## src/rtl/tcp_malloc_arb_pkg.sv

```systemverilog
// Shared helpers and types for the tcp_malloc request arbiter.
package tcp_malloc_arb_pkg;

  localparam int unsigned MAX_ID_W = 4;

  function automatic int unsigned id_width(input int unsigned num_req);
    return (num_req > 1) ? $clog2(num_req) : 1;
  endfunction

  function automatic int unsigned cnt_width(input int unsigned max_outst);
    return $clog2(max_outst) + 1;
  endfunction

  // Tag FIFO entry: requester ID of an issued malloc, widest supported size.
  typedef struct packed {
    logic [MAX_ID_W-1:0] id;
  } tag_entry_t;

endpackage

```

## src/rtl/fifo_1r1w.sv

```systemverilog
// Single-read single-write synchronous FIFO, valid/ready on both sides, no bypass.
module fifo_1r1w #(
  parameter int unsigned width    = 8,
  parameter int unsigned log2_els = 2
) (
  input  logic             clk,
  input  logic             rst_n,
  input  logic             enq_val,
  input  logic [width-1:0] enq_data,
  output logic             enq_rdy,
  output logic             deq_val,
  output logic [width-1:0] deq_data,
  input  logic             deq_rdy
);

  localparam int unsigned DEPTH = 1 << log2_els;

  logic [width-1:0]  mem [DEPTH];
  logic [log2_els:0] wr_ptr;
  logic [log2_els:0] rd_ptr;
  logic              full;
  logic              empty;

  assign empty    = (wr_ptr == rd_ptr);
  assign full     = (wr_ptr[log2_els] != rd_ptr[log2_els]) &&
                    (wr_ptr[log2_els-1:0] == rd_ptr[log2_els-1:0]);
  assign enq_rdy  = !full;
  assign deq_val  = !empty;
  assign deq_data = mem[rd_ptr[log2_els-1:0]];

  always_ff @(posedge clk or negedge rst_n) begin
    if (!rst_n) begin
      wr_ptr <= '0;
      rd_ptr <= '0;
    end else begin
      if (enq_val && enq_rdy) wr_ptr <= wr_ptr + 1'b1;
      if (deq_rdy && deq_val) rd_ptr <= rd_ptr + 1'b1;
    end
  end

  always_ff @(posedge clk) begin
    if (enq_val && enq_rdy) mem[wr_ptr[log2_els-1:0]] <= enq_data;
  end

endmodule

```

## src/rtl/tcp_malloc_arbiter_rr_arbiter.sv

```systemverilog
// Round-robin arbiter: first requester at or after the pointer wins; pointer moves past the winner on advance.
module rr_arbiter
  import tcp_malloc_arb_pkg::*;
#(
  parameter int unsigned NUM_REQ = 4,
  parameter int unsigned ID_W    = id_width(NUM_REQ)
) (
  input  logic               clk,
  input  logic               rst_n,
  input  logic [NUM_REQ-1:0] req,
  input  logic               adv,
  output logic [NUM_REQ-1:0] gnt,
  output logic [ID_W-1:0]    gnt_idx,
  output logic               any
);

  logic [ID_W-1:0] ptr;
  int unsigned     k;

  always_comb begin
    gnt     = '0;
    gnt_idx = '0;
    any     = 1'b0;
    k       = 0;
    for (int unsigned i = 0; i < NUM_REQ; i++) begin
      k = {{(32-ID_W){1'b0}}, ptr} + i;
      if (k >= NUM_REQ) k = k - NUM_REQ;
      if (!any && req[k[ID_W-1:0]]) begin
        any                = 1'b1;
        gnt_idx            = k[ID_W-1:0];
        gnt[k[ID_W-1:0]]   = 1'b1;
      end
    end
  end

  always_ff @(posedge clk or negedge rst_n) begin
    if (!rst_n) begin
      ptr <= '0;
    end else if (adv) begin
      ptr <= (gnt_idx == ID_W'(NUM_REQ - 1)) ? '0 : gnt_idx + 1'b1;
    end
  end

endmodule

```

## src/rtl/tcp_malloc_arbiter.sv

```systemverilog
// Shares one tcp_malloc allocator among NUM_REQ clients; responses are routed back
// in issue order through a tag FIFO, and per-client outstanding mallocs are capped.
module tcp_malloc_arbiter
  import tcp_malloc_arb_pkg::*;
#(
  parameter int unsigned NUM_REQ   = 4,
  parameter int unsigned PTR_W     = 16,
  parameter int unsigned LEN_W     = 11,
  parameter int unsigned TAG_LOG2  = 2,
  parameter int unsigned MAX_OUTST = 2
) (
  input  logic                                    clk,
  input  logic                                    rst_n,
  input  logic [NUM_REQ-1:0]                      cl_malloc_req_val,
  input  logic [NUM_REQ*LEN_W-1:0]                cl_malloc_req_len,
  output logic [NUM_REQ-1:0]                      cl_malloc_req_rdy,
  output logic [NUM_REQ-1:0]                      cl_malloc_resp_val,
  output logic                                    cl_malloc_resp_success,
  output logic [PTR_W-1:0]                        cl_malloc_resp_addr,
  input  logic [NUM_REQ-1:0]                      cl_malloc_resp_rdy,
  input  logic [NUM_REQ-1:0]                      cl_free_req_val,
  input  logic [NUM_REQ*PTR_W-1:0]                cl_free_req_addr,
  input  logic [NUM_REQ*LEN_W-1:0]                cl_free_req_len,
  output logic [NUM_REQ-1:0]                      cl_free_req_rdy,
  output logic                                    al_malloc_req_val,
  output logic [LEN_W-1:0]                        al_malloc_req_len,
  input  logic                                    al_malloc_req_rdy,
  input  logic                                    al_malloc_resp_val,
  input  logic                                    al_malloc_resp_success,
  input  logic [PTR_W-1:0]                        al_malloc_resp_addr,
  output logic                                    al_malloc_resp_rdy,
  output logic                                    al_free_req_val,
  output logic [PTR_W-1:0]                        al_free_req_addr,
  output logic [LEN_W-1:0]                        al_free_req_len,
  input  logic                                    al_free_req_rdy,
  output logic [NUM_REQ*cnt_width(MAX_OUTST)-1:0] outst_cnt
);

  localparam int unsigned ID_W  = id_width(NUM_REQ);
  localparam int unsigned CNT_W = cnt_width(MAX_OUTST);

  logic               run;
  logic [CNT_W-1:0]   cnt [NUM_REQ];
  logic [NUM_REQ-1:0] m_elig, m_gnt, f_req, f_gnt;
  logic [NUM_REQ-1:0] cnt_inc, cnt_dec;
  logic [ID_W-1:0]    m_idx, f_idx, head_raw, head;
  logic               m_any, f_any;
  logic               tag_not_full, tag_not_empty;
  logic               m_hs, r_hs, f_hs;
  tag_entry_t         head_entry;

  // Outputs stay quiet until the first edge after reset release.
  always_ff @(posedge clk or negedge rst_n) begin
    if (!rst_n) run <= 1'b0;
    else        run <= 1'b1;
  end

  always_comb begin
    m_elig = '0;
    for (int unsigned i = 0; i < NUM_REQ; i++) begin
      m_elig[i] = run && cl_malloc_req_val[i] && (cnt[i] < CNT_W'(MAX_OUTST));
    end
  end

  rr_arbiter #(.NUM_REQ(NUM_REQ), .ID_W(ID_W)) u_malloc_arb (
    .clk     (clk),
    .rst_n   (rst_n),
    .req     (m_elig),
    .adv     (m_hs),
    .gnt     (m_gnt),
    .gnt_idx (m_idx),
    .any     (m_any)
  );

  assign al_malloc_req_val = m_any && tag_not_full;
  assign al_malloc_req_len = cl_malloc_req_len[m_idx*LEN_W +: LEN_W];
  assign m_hs              = al_malloc_req_val && al_malloc_req_rdy;
  assign cl_malloc_req_rdy = m_hs ? m_gnt : '0;

  fifo_1r1w #(.width(ID_W), .log2_els(TAG_LOG2)) u_tag_fifo (
    .clk      (clk),
    .rst_n    (rst_n),
    .enq_val  (m_hs),
    .enq_data (m_idx),
    .enq_rdy  (tag_not_full),
    .deq_val  (tag_not_empty),
    .deq_data (head_raw),
    .deq_rdy  (r_hs)
  );

  always_comb begin
    head_entry              = '0;
    head_entry.id[ID_W-1:0] = head_raw;
  end
  assign head = head_entry.id[ID_W-1:0];

  always_comb begin
    cl_malloc_resp_val = '0;
    if (al_malloc_resp_val && tag_not_empty) cl_malloc_resp_val[head] = 1'b1;
  end

  assign cl_malloc_resp_success = al_malloc_resp_success;
  assign cl_malloc_resp_addr    = al_malloc_resp_addr;
  assign al_malloc_resp_rdy     = tag_not_empty && cl_malloc_resp_rdy[head];
  assign r_hs                   = al_malloc_resp_val && al_malloc_resp_rdy;

  always_comb begin
    cnt_inc = '0;
    cnt_dec = '0;
    for (int unsigned i = 0; i < NUM_REQ; i++) begin
      cnt_inc[i] = m_hs && (m_idx == ID_W'(i));
      cnt_dec[i] = r_hs && (head == ID_W'(i));
    end
  end

  always_ff @(posedge clk or negedge rst_n) begin
    if (!rst_n) begin
      for (int unsigned i = 0; i < NUM_REQ; i++) cnt[i] <= '0;
    end else begin
      for (int unsigned i = 0; i < NUM_REQ; i++) begin
        case ({cnt_inc[i], cnt_dec[i]})
          2'b10:   cnt[i] <= cnt[i] + 1'b1;
          2'b01:   cnt[i] <= cnt[i] - 1'b1;
          default: cnt[i] <= cnt[i];
        endcase
      end
    end
  end

  always_comb begin
    outst_cnt = '0;
    for (int unsigned i = 0; i < NUM_REQ; i++) outst_cnt[i*CNT_W +: CNT_W] = cnt[i];
  end

  assign f_req = run ? cl_free_req_val : '0;

  rr_arbiter #(.NUM_REQ(NUM_REQ), .ID_W(ID_W)) u_free_arb (
    .clk     (clk),
    .rst_n   (rst_n),
    .req     (f_req),
    .adv     (f_hs),
    .gnt     (f_gnt),
    .gnt_idx (f_idx),
    .any     (f_any)
  );

  assign al_free_req_val  = f_any;
  assign al_free_req_addr = cl_free_req_addr[f_idx*PTR_W +: PTR_W];
  assign al_free_req_len  = cl_free_req_len[f_idx*LEN_W +: LEN_W];
  assign f_hs             = f_any && al_free_req_rdy;
  assign cl_free_req_rdy  = f_hs ? f_gnt : '0;

  orphan_resp_chk: assert property (@(posedge clk) disable iff (!rst_n)
    !(run && al_malloc_resp_val && !tag_not_empty))
    else $error("orphan allocator response with empty tag FIFO");

  cnt_underflow_chk: assert property (@(posedge clk) disable iff (!rst_n)
    !(r_hs && (cnt[head] == '0)))
    else $error("outstanding count underflow");

endmodule

```

## config.mk

```make
export PLATFORM = sky130hd
export DESIGN_NAME = tcp_malloc_arbiter
export DESIGN_NICKNAME = d
export VERILOG_FILES = /design/src/rtl/tcp_malloc_arb_pkg.sv /design/src/rtl/fifo_1r1w.sv /design/src/rtl/tcp_malloc_arbiter_rr_arbiter.sv /design/src/rtl/tcp_malloc_arbiter.sv
export SDC_FILE = /design/constraint.sdc
export NUM_CORES = 1
export LEC_CHECK = 0
export BUFFER_PORTS_ARGS = -buffer_cell sky130_fd_sc_hd__buf_2
export CORE_AREA = 2 2 103 105
export CTS_CLUSTER_SIZE = 16
export DETAILED_ROUTE_END_ITERATION = 10
export DIE_AREA = 0 0 105 107
export PLACE_DENSITY = 0.7
export SETUP_SLACK_MARGIN = 0.4
export SLEW_MARGIN = 5
export SYNTH_ARGS = -nofsm -noshare
export SYNTH_HDL_FRONTEND = slang
export SYNTH_SLANG_ARGS = --single-unit
```

## constraint.sdc

```tcl
create_clock -name clk -period 5.1 [get_ports clk]
set_clock_uncertainty 0.15 [all_clocks]
set_input_delay 0.255 -clock clk [delete_from_list [all_inputs] [get_ports clk]]
set_output_delay 0.255 -clock clk [all_outputs]
set_load 0.02 [all_outputs]
```

; ---- Word-level counts from Yosys, hierarchy flattened
; Memories as Yosys holds them, arrays and structs flattened.
; Cells that the tools add are included.
[classes]
add_sub_neg = 26
mul = 2
n_lt_le_gt_ge = 30
n_eq_ne = 18
shift = 3
n_mux = 80
bitwise = 6
n_reduce_logical = 54
[op_table]
columns = cell, n
row1 = $shiftx 44x7->11, 2
row2 = $shiftx 64x7->16, 1
row3 = $mux 4, 12
row4 = $logic_and 1x1->1, 40
row5 = $mux 2, 18
row6 = $mux 1, 28
row7 = $lt 2x3->1 const B, 9
row8 = $or 4x4->4, 6
row9 = $sub 2x1->2 const B, 12
row10 = $bmux 1 s2, 9
row11 = $demux 1 s2, 9
row12 = $eq 2x2->1 const B, 9
row13 = $ge 2x1->1 const B, 9
row14 = $ge 3x3->1 const B, 6
row15 = $pmux 2 s2, 4
row16 = $add 2x1->2 const B, 6
row17 = $add 2x2->3 const B, 4
row18 = $eq 2x1->1 const B, 6
row19 = $mul 2x4->6 const B, 2
row20 = $logic_not 1->1, 8
row21 = $lt 2x2->1 const B, 4
row22 = $reduce_bool 2->1, 4
row23 = $add 2x1->3 const B, 2
row24 = $add 3x1->3 const B, 2
row25 = 5 further kinds, 7
[totals]
ff_bits = 19
ram_bits = 8
in_bits = 186
output_inout_bits = 78
word_cells = 229
n_memories = 1
[mem_list]
columns = memory, depth, width, read_ports, rd_clocked_by_memory_dff, wr, line_no
row1 = u_tag_fifo.mem, 4, 2, 1, 0, 1, fifo_1r1w.sv:18  ; logic [width-1:0] mem [DEPTH];

; ---- Depth between registers and ports, before layout
[logic_depth]
ltp_word = 19
depth_mapped = 16
depth_no_buf = 14

; ---- Hierarchy
; A second synthesis with hierarchy kept.
[hier_totals]
cells_unflattened = 327
area_unflattened_um2 = 3686.0
[by_module_without_submodules]
columns = mod, n_inst, cells_per_inst, area_each_um2, seq_area_each_um2
row1 = tcp_malloc_arbiter, 1, 134, 1757.9, 225.2
row2 = fifo_1r1w, 1, 59, 778.2, 390.4
row3 = rr_arbiter at u_malloc_arb, 1, 70, 585.6, 50.0
row4 = rr_arbiter at u_free_arb, 1, 64, 564.3, 50.0

; ---- Least setup slack after synthesis
; OpenSTA, ideal clock, no wires.
[synth_path]
path_kind = reg-to-output
from = register u_free_arb.ptr[0]
to = output al_free_req_addr[0]
arrival_time_ns = 3.127
required_ns = 4.695
slack_ns = 1.568
path_stages_with_launch = 12
n_path_buf = 3
cell_sequence = dfrtp_1 buf_4 inv_1 ha_1 mux4_2 and2_1 buf_2 nor2_2 nor2_1 o22ai_4 buf_4 mux4_2
[synth_between]
elab_chain_len = 15
word_cells_on_any_way = 37
cone_classes = add/sub (7) / order compare (4) / shift (1) / mux (19) / reduce/logical (6)
[synth_rtl]
columns = item, line_no
row1 = from (decl), tcp_malloc_arbiter_rr_arbiter.sv:17  ; logic [ID_W-1:0] ptr;
row2 = from (signal assigned), tcp_malloc_arbiter_rr_arbiter.sv:40  ; ptr <= (gnt_idx == ID_W'(NUM_REQ - 1)) ? '0 : gnt_idx + 1'b1;
row3 = "parallel branches: the longest is 13 deep, another holds $add 2x1->3", n/a
row4 = $mux 2 (*), tcp_malloc_arbiter_rr_arbiter.sv:28  ; if (!any && req[k[ID_W-1:0]]) begin
row5 = $shiftx 64x7->16 (*), tcp_malloc_arbiter.sv:148  ; assign al_free_req_addr = cl_free_req_addr[f_idx*PTR_W +: PTR_W];
row6 = to (decl), tcp_malloc_arbiter.sv:33  ; output logic [PTR_W-1:0] al_free_req_addr,
; Every way passes the cells marked *. The select of a mux whose other input is x is not followed.

; ---- Worst setup path after layout
[layout_path]
from = register u_free_arb.ptr[0]
to = output al_free_req_len[10]
[layout_between]
elab_chain_len = 16
word_cells_on_any_way = 38
cone_classes = add/sub (7) / mul (1) / order compare (4) / shift (1) / mux (19) / reduce/logical (6)
[layout_rtl]
columns = item, line_no
row1 = "parallel branches: the longest is 13 deep, another holds $add 2x1->3", n/a
row2 = $mux 2 (*), tcp_malloc_arbiter_rr_arbiter.sv:28
row3 = $mul 2x4->6 (*), tcp_malloc_arbiter.sv:149  ; assign al_free_req_len = cl_free_req_len[f_idx*LEN_W +: LEN_W];
row4 = $shiftx 44x7->11 (*), tcp_malloc_arbiter.sv:149
row5 = to (decl), tcp_malloc_arbiter.sv:34  ; output logic [LEN_W-1:0] al_free_req_len,
; Marked as above.

==> run_results.csv <==
group,metric,value,unit
status,status,"finished, final reports clean",
cts,cts_tree,"done",
yosys,synth_top_area_cell,"mux4_2",
cts,root_buffer,"clkbuf_8",
pwr,p_per_area,593,mW/mm^2
floorplanning,die_w,105,um
placed_design,gp_congestion,0.896,
yosys,synth_edf_count,8,
critical_path,timing.rr.start,"u_malloc_arb.ptr[0]",
yosys,yosysTopAreaCellShare,26.2,%
route,drc,0,
sta,slew_violations,0,
grt,globalRouteMet2Util,42.0,%
yosys,syn_area_per_cell,11.0,sq um
floorplanning,die-area,0.0112,sq mm
critical_path,path_delay_family,"multiplexers",
cts,insertion_delay,0.27,ns
route,antenna_left,0,
critical_path,worstSetupPathType,"reg -> out",
yosys,synth_area_leaders,"mux4_2 26%, dfrtp_1 14%, ha_1 9.5%",
cts,cts_sinks,27,
route,finalWirelength,12200,um
critical_path,cpMaxStageDelayCell,"dfrtp_1",
pwr,ir_drop,315,uV
critical_path,crit_fanout,16,
route,vias_per_cell,5.37,
critical_path,cpMostUsedCell,"mux4_2",
final_layout,layout.nets,730,
yosys,syn_inst,311,
critical_path,startpoint,"u_free_arb.ptr[0]",
critical_path,max_stage_delay,0.71,ns
sta,worstMarginPinSlew,0.919,ns
route,wl_per_cell,18.8,um
floorplanning,coreArea,0.0101,sq mm
yosys,syn_nets,523,
route,drt_first_pass_iters,4,
cts,cts.clk_slew.worst_paths,0.09,ns
yosys,synth_warnings,0,
yosys,async_flop_share,70.4,%
grt,busiest_layer,"met2",
worst_hold_path,min_from,"al_free_req_rdy",
yosys,ys.flop_type,"dfrtp_1",
final_layout,drive_above_1_share,55.7,%
yosys,synth_area,0.00343,sq mm
cts,cts_buffer_depth,2,
yosys,yosysUniqueCellTypes,48,
yosys,ys_seq_area_share,20.8,%
cts,cts-buffers-inserted,3,
critical_path,path_cells,"inv_1 -> ha_1 -> mux4_2 -> and2_1 -> nor2_2 -> nor2_1 -> o22ai_4 -> mux4_2 -> buf_2",
grt,grt_max_degree,28,
sta,final-setup-viol-count,0,
critical_path,cp-start-kind,"register",
critical_path,critPathBufInv,2,
floorplanning,die_h,107,um
sta,finalCriticalPeriod,4.47,ns
cts,htree_num_levels,1,
route,vias,3504,
critical_path,endpoint_kind,"primary output",
floorplanning,rows,37,
critical_path,critical_path_arrival,4.06,ns
route,drt-initial-drc-count,211,
sta,finalSetupTns,0,ns
yosys,ys_ff_latch,27,
grt,grtUsageTotal,20.8,%
pwr,power.leakage,2.26,nW
sta,finalCritPeriodShare,87.6,%
final_layout,antennaDiodeCount,0,
critical_path,crit_required,4.70,ns
grt,grt_util_met1,22.0,%
floorplanning,start_util,34.0,%
grt,antenna_found_initial,0,
placed_design,dpl.hpwl,10600,um
sta,slew_headroom,38.8,%
sta,rsz0062_at_grt,"false",
grt,grt_first_pass_wirelength,18300,um
placed_design,pre_cts_ws,0.694,ns
flow_run,drv_cap,0,
sta,fmax,224,MHz
sta,fin_ws,0.631,ns
final_layout,area_growth,35.3,%
sta,final_hold_viol_count,0,
grt,grt_pass1_vias,3622,
grt,grt-ovfl-total,0,
placed_design,port_buffers,229,
worst_hold_path,hold_class,"in -> reg",
floorplanning,ios,264,
grt,use_met3,3.95,%
## state kept, by name (all words and copies together) (netlist names)
register / cells
u_tag_fifo.rd_ptr: 3
u_tag_fifo.mem: 8
u_malloc_arb.ptr: 2
u_tag_fifo.wr_ptr: 3
outst_cnt: 8
run: 1
u_free_arb.ptr: 2
## timing repair
item                                    4_1_cts  5_1_grt
hold buffers                                  1        0
hold endpoints to repair                     19        0
pin swaps                                     1        1
endpoints found under the setup margin        8       27
gates cloned                                  1        0
setup buffers                                 0        1
resized for setup                             0        1
## worst reg2reg max path: cells and delay by family, from the launching register on
kind	cells	cell delay [ns]
adders and majority gates	3	0.91
buffers and inverters	3	0.51
AOI/OAI and AO/OA	2	0.36
and+or+nand+nor	3	0.42
xor gates and xnor gates	1	0.16
muxes	1	0.61
DFF	1	0.68
## final timing paths
path | depth (start not counted) | slack (ns) | end
max | 9 | 0.63 | al_free_req_len[10]
min | 3 | 0.13 | u_free_arb.ptr[0]
max reg2reg | 13 | 1.25 | outst_cnt[7]
min reg2reg | 1 | 0.35 | u_tag_fifo.wr_ptr[2]
max in group asynchronous | 2 | 4.21 | u_malloc_arb.ptr[0]
min in group asynchronous | 2 | 0.29 | run
## cells in the final DEF (no fill, tap or decap), drive strengths merged, types with 4 or more instances in the layout
cell,synthesis,layout
and3,11,11
a21oi,12,12
edfxtp,8,8
inv,14,14
xnor2,13,13
o21ai,11,11
a221o,4,4
and2,5,5
a22oi,4,4
mux4,45,45
nand2b,6,6
dfrtp,19,19
nand3,9,9
xor2,7,7
nor2,21,21
buf,26,231
nor3,8,8
ha,26,26
nor2b,5,5
nand2,19,19
mux2i,9,9
## where the power goes
part           internal, mW  switching [mW]  leakage, nW
Clock                0.0548          0.0672       0.0255
Sequential            0.322           0.139        0.299
Combinational         0.963            1.21         1.93
Total                  1.34            1.42         2.26
## through the flow
step           util, %  hold WS (ns)  instances  area [sq um]  power [mW]
6_report          46.0         0.130        653          4650        2.76
5_1_grt           46.0         0.144        653          4650        2.97
4_1_cts           45.8         0.132        652          4620        2.74
3_5_place_dp      45.1        0.0776        646          4550        2.59
3_3_place_gp      45.1        0.0687        646          4550        2.53
2_1_floorplan        -        -0.191        311          3430        2.07
## cells in the mapped netlist (all sizes together), types with 2 or more instances
library cell   n
ha            26
o31ai          3
mux2i          9
dfrtp         19
a221o          4
nor2          21
a211oi         3
inv           14
and3          11
a22oi          4
nand2b         6
and2           5
buf           26
a21oi         12
nor2b          5
xnor2         13
nand3          9
o21bai         2
mux4          45
nor3           8
xor2           7
o211ai         3
o21ai         11
clkbuf         5
mux2           2
edfxtp         8
nand2         19
## layer usage
metal  vias to the layer above  wire length [um]
met1                      1693              4310
li1                       1581                 -
met3                        16               907
met4                         0               393
met2                       214              6640
met5                         -                 0
## layout make-up
type / instances / area [sq um]
Inverter: 14 / 52.6
Tap cell: 136 / 170
Multi-Input combinational cell: 240 / 2480
Clock buffer: 3 / 41.3
Clock inverter: 1 / 5.00
Sequential cell: 27 / 716
Timing Repair Buffer: 232 / 1180
Fill cell: 1021 / 5450
## cell families (layout without fill, tap and decap cells)
| kind of cell | count (synthesis) | after routing | synth area share, % |
|---|---|---|---|
| compound gates | 48 | 49 | 10.4 |
| xor+xnor | 20 | 20 | 5.10 |
| fa+ha+maj | 26 | 26 | 9.48 |
| buf+inv | 45 | 250 | 7.58 |
| flops | 27 | 27 | 20.8 |
| mux | 56 | 56 | 33.3 |
| other cells | 1 | 1 | 0.109 |
| simple gates | 88 | 88 | 13.1 |
Note: power is estimated with default switching activity, not from simulation.
